[src/rtl/pocq_sched.sv]
// Point-of-coherence queue: per-entry sleep/wake/issue state with strict
// allocation-age selection of the oldest READY entry.
module pocq_sched #(
    parameter int unsigned WIDTH   = 64,
    parameter int unsigned DEPTH   = 16,
    parameter int unsigned TXNID_W = 8
) (
    input  logic                       clk,
    input  logic                       rst,
    input  logic                       alloc_valid,
    input  logic [TXNID_W-1:0]         alloc_txnid,
    input  logic [WIDTH-1:0]           alloc_data,
    input  logic                       alloc_sleep,
    output logic                       alloc_err,
    input  logic                       release_valid,
    input  logic [TXNID_W-1:0]         release_txnid,
    input  logic                       sleep_valid,
    input  logic [TXNID_W-1:0]         sleep_txnid,
    input  logic                       wake_valid,
    input  logic [TXNID_W-1:0]         wake_txnid,
    input  logic                       wake_all,
    output logic                       out_valid,
    input  logic                       out_ready,
    output logic [TXNID_W-1:0]         out_txnid,
    output logic [WIDTH-1:0]           out_data,
    output logic [$clog2(DEPTH)-1:0]   out_idx,
    output logic [$clog2(DEPTH):0]     count,
    output logic                       full,
    output logic                       empty
);

    localparam int unsigned IDX_W = $clog2(DEPTH);
    localparam int unsigned CNT_W = IDX_W + 1;

    typedef enum logic [1:0] {
        ST_FREE   = 2'd0,
        ST_READY  = 2'd1,
        ST_SLEEP  = 2'd2,
        ST_ISSUED = 2'd3
    } ent_st_e;

    ent_st_e            st_q    [DEPTH];
    ent_st_e            st_d    [DEPTH];
    logic [TXNID_W-1:0] tid_q   [DEPTH];
    logic [TXNID_W-1:0] tid_d   [DEPTH];
    logic [WIDTH-1:0]   data_q  [DEPTH];
    logic [WIDTH-1:0]   data_d  [DEPTH];
    // older_q[i][j] = 1 when entry i was allocated before entry j
    logic [DEPTH-1:0]   older_q [DEPTH];
    logic [DEPTH-1:0]   older_d [DEPTH];

    logic [CNT_W-1:0]   count_q, count_d;
    logic               full_q, full_d;
    logic               empty_q, empty_d;
    logic               alloc_err_q, alloc_err_d;

    logic [IDX_W-1:0]   a_idx, r_idx, s_idx, w_idx, sel_idx;
    logic [DEPTH-1:0]   ready_vec;
    logic [DEPTH-1:0]   self_m;
    logic               sel_found;
    logic               alloc_ok, rel_hit, sleep_hit, wake_hit, issue;

    assign a_idx = alloc_txnid[IDX_W-1:0];
    assign r_idx = release_txnid[IDX_W-1:0];
    assign s_idx = sleep_txnid[IDX_W-1:0];
    assign w_idx = wake_txnid[IDX_W-1:0];

    // Oldest READY entry: READY and older than every other READY entry
    always_comb begin
        ready_vec = '0;
        self_m    = '0;
        sel_found = 1'b0;
        sel_idx   = '0;
        for (int unsigned i = 0; i < DEPTH; i++) begin
            ready_vec[i] = (st_q[i] == ST_READY);
        end
        for (int unsigned i = 0; i < DEPTH; i++) begin
            self_m    = '0;
            self_m[i] = 1'b1;
            if (ready_vec[i] && ((older_q[i] | ~ready_vec | self_m) == '1)) begin
                sel_found = 1'b1;
                sel_idx   = IDX_W'(i);
            end
        end
    end

    assign out_valid = sel_found;
    assign out_idx   = sel_idx;
    assign out_txnid = sel_found ? tid_q[sel_idx]  : '0;
    assign out_data  = sel_found ? data_q[sel_idx] : '0;

    // Command qualification against the pre-edge entry state
    always_comb begin
        alloc_ok  = alloc_valid && (st_q[a_idx] == ST_FREE);
        rel_hit   = release_valid && (st_q[r_idx] != ST_FREE) && (tid_q[r_idx] == release_txnid);
        sleep_hit = sleep_valid && (st_q[s_idx] != ST_FREE) && (tid_q[s_idx] == sleep_txnid);
        wake_hit  = wake_valid && (st_q[w_idx] != ST_FREE) && (tid_q[w_idx] == wake_txnid);
        issue     = sel_found && out_ready;
    end

    // Entry next state; later assignments carry higher priority
    always_comb begin
        st_d        = st_q;
        tid_d       = tid_q;
        data_d      = data_q;
        older_d     = older_q;
        alloc_err_d = alloc_valid && !alloc_ok;
        count_d     = count_q + CNT_W'(alloc_ok) - CNT_W'(rel_hit);
        full_d      = (count_d == CNT_W'(DEPTH));
        empty_d     = (count_d == '0);
        for (int unsigned i = 0; i < DEPTH; i++) begin
            if (alloc_ok && (a_idx == IDX_W'(i))) begin
                st_d[i]   = alloc_sleep ? ST_SLEEP : ST_READY;
                tid_d[i]  = alloc_txnid;
                data_d[i] = alloc_data;
            end
            if (alloc_ok) begin
                if (a_idx == IDX_W'(i)) begin
                    older_d[i] = '0;
                end else begin
                    older_d[i][a_idx] = 1'b1;
                end
            end
            if (issue && (sel_idx == IDX_W'(i))) begin
                st_d[i] = ST_ISSUED;
            end
            if ((st_q[i] == ST_SLEEP) && (wake_all || (wake_hit && (w_idx == IDX_W'(i))))) begin
                st_d[i] = ST_READY;
            end
            if (sleep_hit && (s_idx == IDX_W'(i)) &&
                ((st_q[i] == ST_READY) || (st_q[i] == ST_ISSUED))) begin
                st_d[i] = ST_SLEEP;
            end
            if (rel_hit && (r_idx == IDX_W'(i))) begin
                st_d[i] = ST_FREE;
            end
        end
    end

    // State registers
    always_ff @(posedge clk or posedge rst) begin
        if (rst) begin
            for (int unsigned i = 0; i < DEPTH; i++) begin
                st_q[i]    <= ST_FREE;
                tid_q[i]   <= '0;
                data_q[i]  <= '0;
                older_q[i] <= '0;
            end
            count_q     <= '0;
            full_q      <= 1'b0;
            empty_q     <= 1'b1;
            alloc_err_q <= 1'b0;
        end else begin
            st_q        <= st_d;
            tid_q       <= tid_d;
            data_q      <= data_d;
            older_q     <= older_d;
            count_q     <= count_d;
            full_q      <= full_d;
            empty_q     <= empty_d;
            alloc_err_q <= alloc_err_d;
        end
    end

    assign count     = count_q;
    assign full      = full_q;
    assign empty     = empty_q;
    assign alloc_err = alloc_err_q;

endmodule
[config.mk]
export PLATFORM = sky130hd
export DESIGN_NAME = pocq_sched
export DESIGN_NICKNAME = d
export VERILOG_FILES = /design/src/rtl/pocq_sched.sv
export SDC_FILE = /design/constraint.sdc
export NUM_CORES = 2
export LEC_CHECK = 0
export ABC_AREA = 1
export BUFFER_PORTS_ARGS = -buffer_cell sky130_fd_sc_hd__buf_4
export CORE_MARGIN = 3
export CORE_UTILIZATION = 35
export CTS_CLUSTER_DIAMETER = 30
export DETAILED_ROUTE_END_ITERATION = 8
export GPL_TIMING_DRIVEN = 0
export PLACE_DENSITY = 0.57
export SLEW_MARGIN = 20
export SYNTH_ARGS = -nofsm -noshare
export SYNTH_HDL_FRONTEND = slang
export SYNTH_SLANG_ARGS = --single-unit
[constraint.sdc]
create_clock -name clk -period 143.4 [get_ports clk]
set_input_delay 43.02 -clock clk [delete_from_list [all_inputs] [get_ports clk]]
set_output_delay 43.02 -clock clk [all_outputs]
set_load 0.05 [all_outputs]
# --- Yosys cells after proc, flatten, opt, wreduce, memory -nomap -nowiden ---
# Cells that the tools add are included.
# W data, S select, Z words.
word_totals:
  reg_bits: 1448
  latch_bits: 0
  ramBits: 0
  rom_bits: 0
  inputBits: 105
  out_inout_bits: 85
  elab_cells: 614
  memories: 0
op_classes:
  addsub: 2
  mul: 0
  div: 0
  order_cmp: 7
  n_eq_ne: 143
  n_shift: 0
  n_mux: 159
  n_bitwise: 38
  reduce_logical: 197
ops:
  columns: ["cell", "count"]
  rows:
  - ["$or A16 B16 Y16", 31]
  - ["$bmux W64 S4", 1]
  - ["$mux W16", 16]
  - ["$eq A15 B15 Y1 const B", 16]
  - ["$mux W64", 3]
  - ["$mux W2", 91]
  - ["$eq A4 B4 Y1 const B", 40]
  - ["$logic_and A1 B1 Y1", 138]
  - ["$bmux W8 S4", 4]
  - ["$eq A4 B3 Y1 const B", 20]
  - ["$reduce_bool A5 Y1", 16]
  - ["$mux W8", 9]
  - ["$eq A2 B2 Y1 const B", 32]
  - ["$eq A4 B2 Y1 const B", 10]
  - ["$bmux W2 S4", 4]
  - ["$eq A2 B1 Y1 const B", 16]
  - ["$logic_or A1 B1 Y1", 32]
  - ["$mux W4", 8]
  - ["$ge A5 B5 Y1 const B", 5]
  - ["$not A4 Y5", 5]
  - ["$eq A8 B8 Y1", 3]
  - ["$eq A4 B1 Y1 const B", 5]
  - ["$logic_not A4 Y1", 5]
  - ["$mux W1", 18]
  - ["other kinds (13)", 18]

# --- Longest topological paths before layout ---
logic_depth:
  depth_word: 27
  ltp_mapped: 32
  depth_no_buf: 29

# --- Least setup slack after synthesis ---
# No wires, ideal clock.
synth_timing:
  path_type: "reg-to-output"
  startpoint: "register st_q[2] (netlist bit)"
  endpoint: "output port out_data[54]"
  arrival_ps: 3740
  t_required_ps: 100380
  path_slack_ps: 96640
  path_stages_with_launch: 16
  n_path_buf: 4
  path_cell_list: "dfrtp_1 > buf_2 > nand2_1 > buf_2 > o221ai_1 > nor4_1 > nand2_2 > nand2_1 > nor2_4 > nand2_1 > nor2_2 > nand2_1 > buf_2 > buf_1 > nand3_1 > nor2_1"
synth_between:
  elab_cells_between_ends: 84
  classes_between: "16 x eq/ne; 35 x mux; 17 x bitwise; 16 x reduce/logical"
synth_lines:
  columns: ["item", "line", "source"]
  rows:
  - ["start: declaration", "42", "ent_st_e st_q [DEPTH];"]
  - ["start signal: assignment", "154", "st_q <= st_d;"]
  - ["$eq A2 B1 Y1 *", "75", "ready_vec[i] = (st_q[i] == ST_READY);"]
  - ["$not A16 Y16", "80", "if (ready_vec[i] && ((older_q[i] | ~ready_vec | self_m) == '1)) begin"]
  - ["$or A16 B16 Y16", "80", null]
  - ["$eq A15 B15 Y1", "80", null]
  - ["$logic_and A1 B1 Y1", "80", null]
  - ["$mux W4 (7 in series)", "80", null]
  - ["$mux W4 *", "80", null]
  - ["net out_idx[3]", "26", "output logic [$clog2(DEPTH)-1:0] out_idx,"]
  - ["$not A4 Y5 (implied by the code) *", "90", "assign out_data = sel_found ? data_q[sel_idx] : '0;"]
  - ["$bmux W64 S4 *", "90", null]
  - ["$mux W64 (implied by the code) * (2 in series)", "90", null]
  - ["$mux W64 *", "90", null]
  - ["end: declaration", "25", "output logic [WIDTH-1:0] out_data,"]
# The timed path passes the listed nets; every way through them passes the cells marked *. The select of a mux whose other input is x is not followed.

# --- Final worst setup path ---
layout_timing:
  startpoint: "register st_q[6] (netlist bit)"
  endpoint: "output port out_txnid[2]"
layout_between:
  elab_chain_cells: 25
  elab_cells_between_ends: 84
  classes_between: "16 x eq/ne; 35 x mux; 17 x bitwise; 16 x reduce/logical"
layout_lines:
  columns: ["item", "line", "source"]
  rows:
  - ["$eq A2 B1 Y1 *", "75", null]
  - ["$not A16 Y16", "80", null]
  - ["$or A16 B16 Y16", "80", null]
  - ["$eq A15 B15 Y1", "80", null]
  - ["$logic_and A1 B1 Y1", "80", null]
  - ["$mux W1", "80", null]
  - ["$mux W2 (2 in series)", "80", null]
  - ["$mux W3 (4 in series)", "80", null]
  - ["$mux W4 (8 in series)", "80", null]
  - ["$not A4 Y5 (implied by the code)", "89", "assign out_txnid = sel_found ? tid_q[sel_idx] : '0;"]
  - ["$bmux W8 S4", "89", null]
  - ["$mux W8 (implied by the code) (2 in series)", "89", null]
  - ["$mux W8 *", "89", null]
  - ["end: declaration", "24", "output logic [TXNID_W-1:0] out_txnid,"]
# Mark *: on every way between the ends. The rest lies on a longest branch, timed or not. The select of a mux whose other input is x is not followed.

==> qor.yml <==
ys_seq_area_frac: 0.4956
synth_fp_nets: 9773
arrival_ps: 6920
rows: 166
ys_ff_latch: 1432
drive_gt1_frac: 0.1102
ios: 190
slew_headroom: 0.1639
critPathCaptureType: "output port"
grt_pass1_vias: 68830
slowest_delay_ps: 970
die_h_um: 460.5
yosysTopAreaCellShare: 0.4953
wl_met2_mm: 143.5
syn_area_mm2: 0.07230
insertion_delay_ps: 970
clkSinkCount: 1432
fin_crit_sh: 0.3483
crit_slowest_cell: "nor4_1"
setup_viol: 0
cap_violations: 0
min_period_ps: 49940
place_congestion: 1.012
antenna_found_initial: 21
synthDistinctLibCells: 54
io_buffers: 186
start_kind: "flip-flop"
drt_pass1_iterations: 6
grt_max_degree: 105
tns_ps: 0
ys.flop_type: "dfrtp_1"
critPathMostFrequentCell: "nand2_1"
drv_slew: 0
cts_tree: "built"
area_growth_pct: 26.21
dp_hpwl_mm: 232.9
cts_buffers: 391
clkTransAtPathRegs_ps: 40
top_layer: "met5"
wl_met1_mm: 131.0
antenna_left: 0
htree_levels: 5
synthTopCellsByArea: "dfrtp_1 50%, nand2_1 19%, o21ai_0 8.6%, inv_1 5.1%, clkbuf_1 2.2%"
fill_cells: 20450
multi_input_area_mm2: 0.02949
syn_area_per_cell_um2: 7.483
cts_resized: 0
crit_type: "flip-flop to output port"
netlist_instances: 9662
die_w_um: 460.5
route.met3.wl_mm: 29.13
postRouteWirelength_mm: 322.1
grt_setup_unrepaired: "false"
overflow: 0
hold_viol: 0
ctsHoldBuffers: 0
crit_fanout: 11
clock.fmax_ghz: 0.02002
status: "completed"
drt_first_iter_violations: 8080
drcViolationCount: 0
critPathRequiredTime_ps: 100380
cts_setup_buffers: 0
finalClockSkew_ps: 110.4
synth_edf_count: 0
die_area_mm2: 0.2121
root_buffer: "clkbuf_16"
track_usage: 0.2984
fin_nets: 10380
detail_route.wl_per_cell_um: 24.27
vias: 71510
vias_per_cell: 5.387
ys_warn_count: 0
worst_slew_pin_slew_ps: 1254
grt_pass1_wl_mm: 468.5
final-seq-area_mm2: 0.03584
coreArea_mm2: 0.2050
clockBufferDepth: 4
start_util: 0.3527
synth_largest_area_cell: "dfrtp_1"
crit_chain: "buf_2 > nand2_2 > inv_2 > nand2_1 > o221ai_1 > nor4_1 > nand2_2 > nand2_1 > a21oi_2 > inv_2 > buf_2 > buf_2 > clkbuf_1 > nand2_1 > nand2_1 > nand2_1 > nand3_1 > nor2_1 > buf_4"
hold_class: "flip-flop to flip-flop"
async_reset_ff_frac: 1.000
==> layer usage <==
metal / vias to the layer above / global-route usage
met1: 34970 / 0.3878
li1: 32090 / -
met5: - / 0
met2: 3561 / 0.4597
met3: 879 / 0.07016
met4: 6 / 0.1602
==> final cells by class <==
cell class / instances / area share
inverter: 1043 / 0.04299
multi-input combinational: 6515 / 0.3232
buffer: 672 / 0.03420
sequential: 1432 / 0.3927
antenna: 16 / 0.0004388
clock buffer: 537 / 0.1224
timing repair buffer: 215 / 0.02389
clock inverter: 156 / 0.02334
tap: 2688 / 0.03686
==> synth_stat cells (4+ instances only) <==
cell and n:
nand2_1 3610, dfrtp_1 1431, o21ai_0 1247, inv_1 982, clkbuf_1 426, nand3_1 291
o21ai_1 270, nor2_1 235, nand3b_1 201, o22ai_1 163, a21oi_1 136, o21a_1 131
buf_2 120, inv_2 55, buf_1 52, buf_4 40, o221ai_1 36, buf_6 33
nand4_1 31, a22oi_1 27, o2111ai_1 14, nor2_2 13, a221oi_1 11, nand2_2 11
nor3_1 10, nor2_4 9, a22o_1 8, nor4_1 7, clkinv_1 6, o21bai_1 6
xor2_1 6, ha_1 5, o211ai_1 4, or2_1 4
==> cells in the final DEF (no fill, tap or decap), types with 18 or more instances in the layout <==
cell type and count:
clkinvlp_4 18, buf_1 46, o21ai_1 270, buf_2 125, buf_6 33, nand2_1 3609
bufinv_16 50, nand3b_1 201, clkinv_2 78, a22oi_1 27, clkbuf_8 71, a21oi_1 136
buf_16 27, nand3_1 291, o22ai_1 163, nor2_1 231, dfrtp_1 1431, clkbuf_16 397
o221ai_1 36, o21a_1 131, inv_1 981, clkbuf_1 470, o21ai_0 1247, nand4_1 31
clkbuf_2 26, buf_4 226, inv_2 55
==> worst paths after layout <==
check	startpoint	endpoint	slack [ps]	cells past startpoint
worst min register to register	tid_q[72]	tid_q[72]	460	2
worst max-delay path	st_q[6]	out_txnid[2]	93460	19
worst max register to register	st_q[8]	tid_q[63]	138170	14
max in group asynchronous	rst	data_q[873]	98790	6
min in group asynchronous	rst	older_q[94]	42180	2
worst min-delay path	tid_q[72]	tid_q[72]	460	2
==> state kept, by name (all words and copies together), names as in the netlist <==
name / cells
older_q: 240
st_q: 32
data_q: 1024
tid_q: 128
count: 5
full: 1
alloc_err: 1
empty: 1
==> worst max-delay path: cells and delay by family, from the launching register on <==
family | cells | cell delay (ps)
flip-flops | 1 | 340
AND/OR/NAND/NOR | 10 | 2690
AO/OA/AOI/OAI | 2 | 230
buffers and inverters | 7 | 2680
==> kinds of logic (layout without fill, tap and decap cells) <==
logic type,Yosys count,after routing,synth area share
AO/OA/AOI/OAI,2065,2065,0.1557
adder cells (fa/ha/maj),6,6,0.001142
XOR/XNOR,9,9,0.001090
other,0,16,0
flip-flops,1432,1432,0.4956
AND/OR/NAND/NOR,4435,4435,0.2497
buffers and inverters,1715,2623,0.09677
==> per-stage QoR <==
| stage | utilization | instances | hold slack [ps] | setup WS, ps | cell area, µm² |
|---|---|---|---|---|---|
| after global routing | 0.4450 | 13260 | 481.8 | 93550 | 91220 |
| final | 0.4451 | 13270 | 463.0 | 93460 | 91250 |
| after CTS | 0.4449 | 13260 | 463.6 | 93740 | 91210 |
| after global placement | 0.3759 | 12540 | 450.6 | 42810 | 77060 |
| after detailed placement | 0.3800 | 12570 | 452.9 | 94720 | 77910 |
| after floorplan | - | 9662 | 436.1 | 60000 | 72300 |
Power is not shown: default switching activity piles up to over one toggle a cycle in this logic, so the estimate is an artifact.
